## src/rtl/simple_proc.sv

```systemverilog
// Multi-cycle register-transfer processor: eight registers, one shared bus, and
// a T0..T3 step sequencer executing mv, mvi, add and sub.
module simple_proc #(
  parameter int DATA_W = 16
) (
  input  logic              Clock,
  input  logic              Resetn,
  input  logic              Run,
  input  logic [DATA_W-1:0] DIN,
  input  logic [2:0]        DbgSel,
  output logic              Done,
  output logic [DATA_W-1:0] BusWires,
  output logic [DATA_W-1:0] DbgR,
  output logic [1:0]        dbg_step
);

  typedef enum logic [1:0] {T0 = 2'd0, T1 = 2'd1, T2 = 2'd2, T3 = 2'd3} step_t;

  localparam logic [2:0] OP_MV  = 3'b000;
  localparam logic [2:0] OP_MVI = 3'b001;
  localparam logic [2:0] OP_ADD = 3'b010;
  localparam logic [2:0] OP_SUB = 3'b011;

  step_t             step;
  logic [8:0]        ir;
  logic [DATA_W-1:0] regs [0:7];
  logic [DATA_W-1:0] a;
  logic [DATA_W-1:0] g;
  logic [DATA_W-1:0] bus;

  logic [2:0] op;
  logic [2:0] rx;
  logic [2:0] ry;
  logic       is_arith;

  assign op       = ir[8:6];
  assign rx       = ir[5:3];
  assign ry       = ir[2:0];
  assign is_arith = (op == OP_ADD) || (op == OP_SUB);

  // Bus source select; the bus idles at zero whenever no transfer is scheduled.
  always_comb begin
    bus  = '0;
    Done = 1'b0;
    case (step)
      T1: begin
        case (op)
          OP_MV:   bus = regs[ry];
          OP_MVI:  bus = DIN;
          OP_ADD,
          OP_SUB:  bus = regs[rx];
          default: bus = '0;
        endcase
        Done = !is_arith;
      end
      T2: if (is_arith) bus = regs[ry];
      T3: begin
        if (is_arith) bus = g;
        Done = is_arith;
      end
      default: begin
        bus  = '0;
        Done = 1'b0;
      end
    endcase
  end

  assign BusWires = bus;
  assign DbgR     = regs[DbgSel];
  assign dbg_step = step;

  always_ff @(posedge Clock or negedge Resetn) begin
    if (!Resetn) begin
      step <= T0;
      ir   <= '0;
      a    <= '0;
      g    <= '0;
      for (int i = 0; i < 8; i++) regs[i] <= '0;
    end else begin
      case (step)
        T0: begin
          if (Run) begin
            ir   <= DIN[8:0];
            step <= T1;
          end
        end
        T1: begin
          case (op)
            OP_MV, OP_MVI: begin
              regs[rx] <= bus;
              step     <= T0;
            end
            OP_ADD, OP_SUB: begin
              a    <= bus;
              step <= T2;
            end
            default: step <= T0;
          endcase
        end
        T2: begin
          g    <= (op == OP_SUB) ? (a - bus) : (a + bus);
          step <= T3;
        end
        T3: begin
          regs[rx] <= g;
          step     <= T0;
        end
        default: step <= T0;
      endcase
    end
  end

endmodule

```

## config.mk

```make
export PLATFORM = sky130hd
export DESIGN_NAME = simple_proc
export DESIGN_NICKNAME = d
export VERILOG_FILES = /design/src/rtl/simple_proc.sv
export SDC_FILE = /design/constraint.sdc
export NUM_CORES = 1
export LEC_CHECK = 0
export BUFFER_PORTS_ARGS = -buffer_cell sky130_fd_sc_hd__buf_2
export CAP_MARGIN = 20
export CORE_ASPECT_RATIO = 1.5
export CORE_MARGIN = 2
export CORE_UTILIZATION = 60
export CTS_BUF_LIST = sky130_fd_sc_hd__clkbuf_2
export CTS_CLUSTER_SIZE = 8
export DETAILED_ROUTE_END_ITERATION = 8
export PLACE_DENSITY = 0.85
export REMOVE_ABC_BUFFERS = 1
export SETUP_SLACK_MARGIN = 0.2
export SLEW_MARGIN = 0
export SYNTH_ARGS = -nofsm -noshare
export SYNTH_HDL_FRONTEND = slang
export SYNTH_SLANG_ARGS = --single-unit
```

## constraint.sdc

```tcl
create_clock -name Clock -period 5.75 [get_ports Clock]
set_input_delay 0.2875 -clock Clock [delete_from_list [all_inputs] [get_ports Clock]]
set_output_delay 0.2875 -clock Clock [all_outputs]
set_load 0.02 [all_outputs]
```

==> summary.md <==
| Metric | Value |
|---|---|
| Outcome | `finished, final reports clean` |
| Die width | `roughly 110 microns` |
| Fin. max-slew vios | `0` |
| Clock Latency Late Sink | `roughly 0.77 ns` |
| Critical path arrival | `5.90 ns` |
| Period minus WS final | `approximately 5.2 ns` |
| Starting Density | `around three fifths` |
| Layout area overhead | `7.82%` |
| Asr flop ratio synth | `100%` |
| # DRC | `0` |
| Syn Std Cell Area | `10900 sq um` |
| DP Worst Slack | `approximately 0.66 ns` |
| TritonCTS clock tree | `yes` |
| First-pass GRT wire length | `~46 mm` |
| Leak | `5.34 nW` |
| Crit path kind | `reg -> reg` |
| First-pass iteration count of the detailed router | `6` |
| Syn_area_per_cell | `roughly 12 sq um` |
| WL/cell | `25.0 microns` |
| Worst Setup SP | `ir[4]$_DFFE_PN0P_` |
| Routed wl met2 | `approximately 15 mm` |
| Remaining Overflow, GRT | `0` |
| FF-to-FF Start | `ir[4]$_DFFE_PN0P_` |
| Hold_sp | `DIN[15]` |
| Antenna violations before repair | `1` |
| Port-buffer cells | `56` |
| RSZ-0062 raised after global routing | `false` |
| Setup crit end kind | `flip-flop` |
| Synth Instances | `896` |
| Fin nets | `984` |
| WL final | `slightly below 30 mm` |
| Setup TNS | `0 ns` |
| Worst setup SP type | `flip-flop` |
| Metal-1 WL | `10.7 mm` |
| # fillers | `1246` |
| Core Area | `between 15000 and 20000 sq um` |
| Seq cells post-synth | `~170` |
| Final period util | `between 90 and 100%` |
| Worst endpoint required time | `about 6.5 ns` |
| Met3 routed WL | `approximately 2.4 mm` |
| Clock Path Buffers | `2` |
| Hold Path Class | `in -> reg` |
| Die extent in y | `between 150 and 200 microns` |
| Fmax achieved | `slightly below 200 MHz` |
| DR top layer | `met4` |
| Final Setup Violations | `0` |
| Avg Vias per Cell | `around 7.1` |
| Post-synth EDFFs | `0` |
| Site Rows | `60` |
| Vias in the first global route | `between 8000 and 9000` |
| Power Density | `roughly 660 nW/um^2` |
| Total Routing Usage GR | `a little under a third` |
| Top-Level Pins | `between 50 and 60` |
| H-tree depth | `4` |
| Most used DFF post-synth | `dfrtp_1` |
| Post-synthesis sequential area ratio | `roughly two fifths` |
| Die area | `19300 sq um` |
| Routed Antenna Nets | `0` |
| Worst setup margin | `approximately 0.56 ns` |
| Commonest cells after routing, fill and taps aside | `169 x mux2_2, 169 x dfrtp_1, 73 x mux4_2, 71 x nand2_1, 55 x buf_2` |
| Max VDD drop | `approximately 300 uV` |
| RePlAce Congestion | `just over 1` |
| Slew Limit Headroom | `a little over a fifth` |
| Hold Fails Final Rpt | `0` |
| Clock skew | `0.0569 ns` |
| Via count | `between 8000 and 9000` |
| Layout cell share with drive strength beyond 1 | `38.1%` |
| FF-to-FF setup slack | `0.56 ns` |
| Max-cap viol count | `0` |
| Crit-path max FO | `19` |
| DP HPWL | `~20 mm` |
| Least-Margin Pin Slew | `around 1.2 ns` |
| Cts bufs inserted | `17` |
| Final hold slack | `approximately 0.22 ns` |
| Clk slew on worst S/H paths | `roughly 0.29 ns` |
| Detailed router's first-iteration violation count | `roughly 1000` |
| CTS root buf | `clkbuf_2` |
| Sink Count | `~170` |
| Yosys warns | `0` |
| Synth cell types | `just under 70` |
| Largest net degree at the start of global routing | `around 120` |
[flip-flops by register name (all words and copies together) (netlist names), named ones only]
| name | count |
|---|---|
| regs | 128 |
| a | 16 |
| g | 16 |
| ir | 9 |
| dbg_step | 1 |
[Yosys cell counts, types with 7 or more instances]
master / number / share of area [%]
mux2_2: 169 / 17
nor2_1: 30 / 1.0
ha_1: 16 / 1.8
a21oi_1: 22 / 1.0
mux2i_1: 46 / 4.2
nand3_1: 10 / 0.46
nand2_1: 71 / 2.4
nand2b_1: 8 / 0.46
buf_2: 12 / 0.55
mux4_2: 73 / 15
clkbuf_1: 40 / 1.4
xnor2_1: 15 / 1.2
dfrtp_1: 171 / 39
o21ai_0: 31 / 1.4
xor2_1: 8 / 0.64
a22oi_1: 25 / 1.7
nor3_1: 11 / 0.50
nor2b_1: 10 / 0.57
o211ai_1: 8 / 0.55
nand3b_1: 7 / 0.48
inv_1: 14 / 0.48
[worst paths after layout]
path | depth (start not counted) | to
setup / recovery | 19 | g[14]$_DFFE_PN0P_
hold / removal | 6 | g[15]$_DFFE_PN0P_
setup reg to reg | 19 | g[14]$_DFFE_PN0P_
hold reg to reg | 2 | a[14]$_DFFE_PN0P_
max in group asynchronous | 4 | ir[0]$_DFFE_PN0P_
min in group asynchronous | 3 | regs[15]$_DFFE_PN0P_
[metrics by stage]
stage	power (W)	instance area (sq um)	std cells	util [%]
global placement	0.00690	11400	1130	63.6
detailed placement	0.00707	11400	1130	63.6
global route	0.00831	11800	1176	65.7
CTS	0.00772	11800	1173	65.5
finish	0.00781	11800	1176	65.7
floorplan	0.00574	10700	834	-
[critical path: stages, from the launching register on]
cell	delay [ns]
dfrtp_1	0.97
and2_1	0.54
a22oi_1	0.14
nand3_1	0.15
o211ai_1	0.24
inv_1	0.18
ha_1	0.24
nand2_1	0.06
a21boi_0	0.26
inv_1	0.09
fa_1	0.41
nor2b_1	0.13
o21ai_0	0.10
a21boi_0	0.25
o21ai_0	0.15
a21oi_1	0.29
o2111ai_1	0.20
a31oi_1	0.31
a2111oi_0	0.17
a211o_1	0.28
[per-layer routing]
layer | global-route usage (%) | vias up
met4 | 18.6 | 0
met5 | 0 | -
met3 | 5.57 | 137
met2 | 51.4 | 551
li1 | - | 3511
met1 | 38.4 | 4120
[layout make-up]
type,instances,area [sq um],area share [%]
repair buffers,92,619,5.25
well taps,217,272,2.30
multi-input cells,648,6320,53.6
flip-flops and latches,171,4280,36.3
clock inverters,15,153,1.29
clock buffers,17,85.1,0.721
inverters,15,56.3,0.477
diodes,1,2.50,0.0212
[kinds of logic (layout without fill, tap and decap cells)]
logic type / Yosys count / after routing / synth area share [%]
AO/OA/AOI/OAI: 138 / 138 / 8.61
XOR/XNOR: 23 / 23 / 1.84
adder cells (fa/ha/maj): 17 / 17 / 2.01
buffers and inverters: 77 / 139 / 3.05
flip-flops: 171 / 171 / 39.1
multiplexers: 291 / 291 / 37.0
other: 0 / 1 / 0
AND/OR/NAND/NOR: 179 / 179 / 8.34
[where the power goes]
group | switching (W) | internal [W]
Sequential | 0.000601 | 0.00168
Combinational | 0.00260 | 0.00229
Clock | 0.000500 | 0.000141
Total | 0.00370 | 0.00410
[what timing repair did]
item	4_1_cts	5_1_grt
hold buffers	11	1
hold endpoints to repair	123	11
gates resized for setup	0	0
setup buffers	0	0
(Power assumes the default switching activity.)
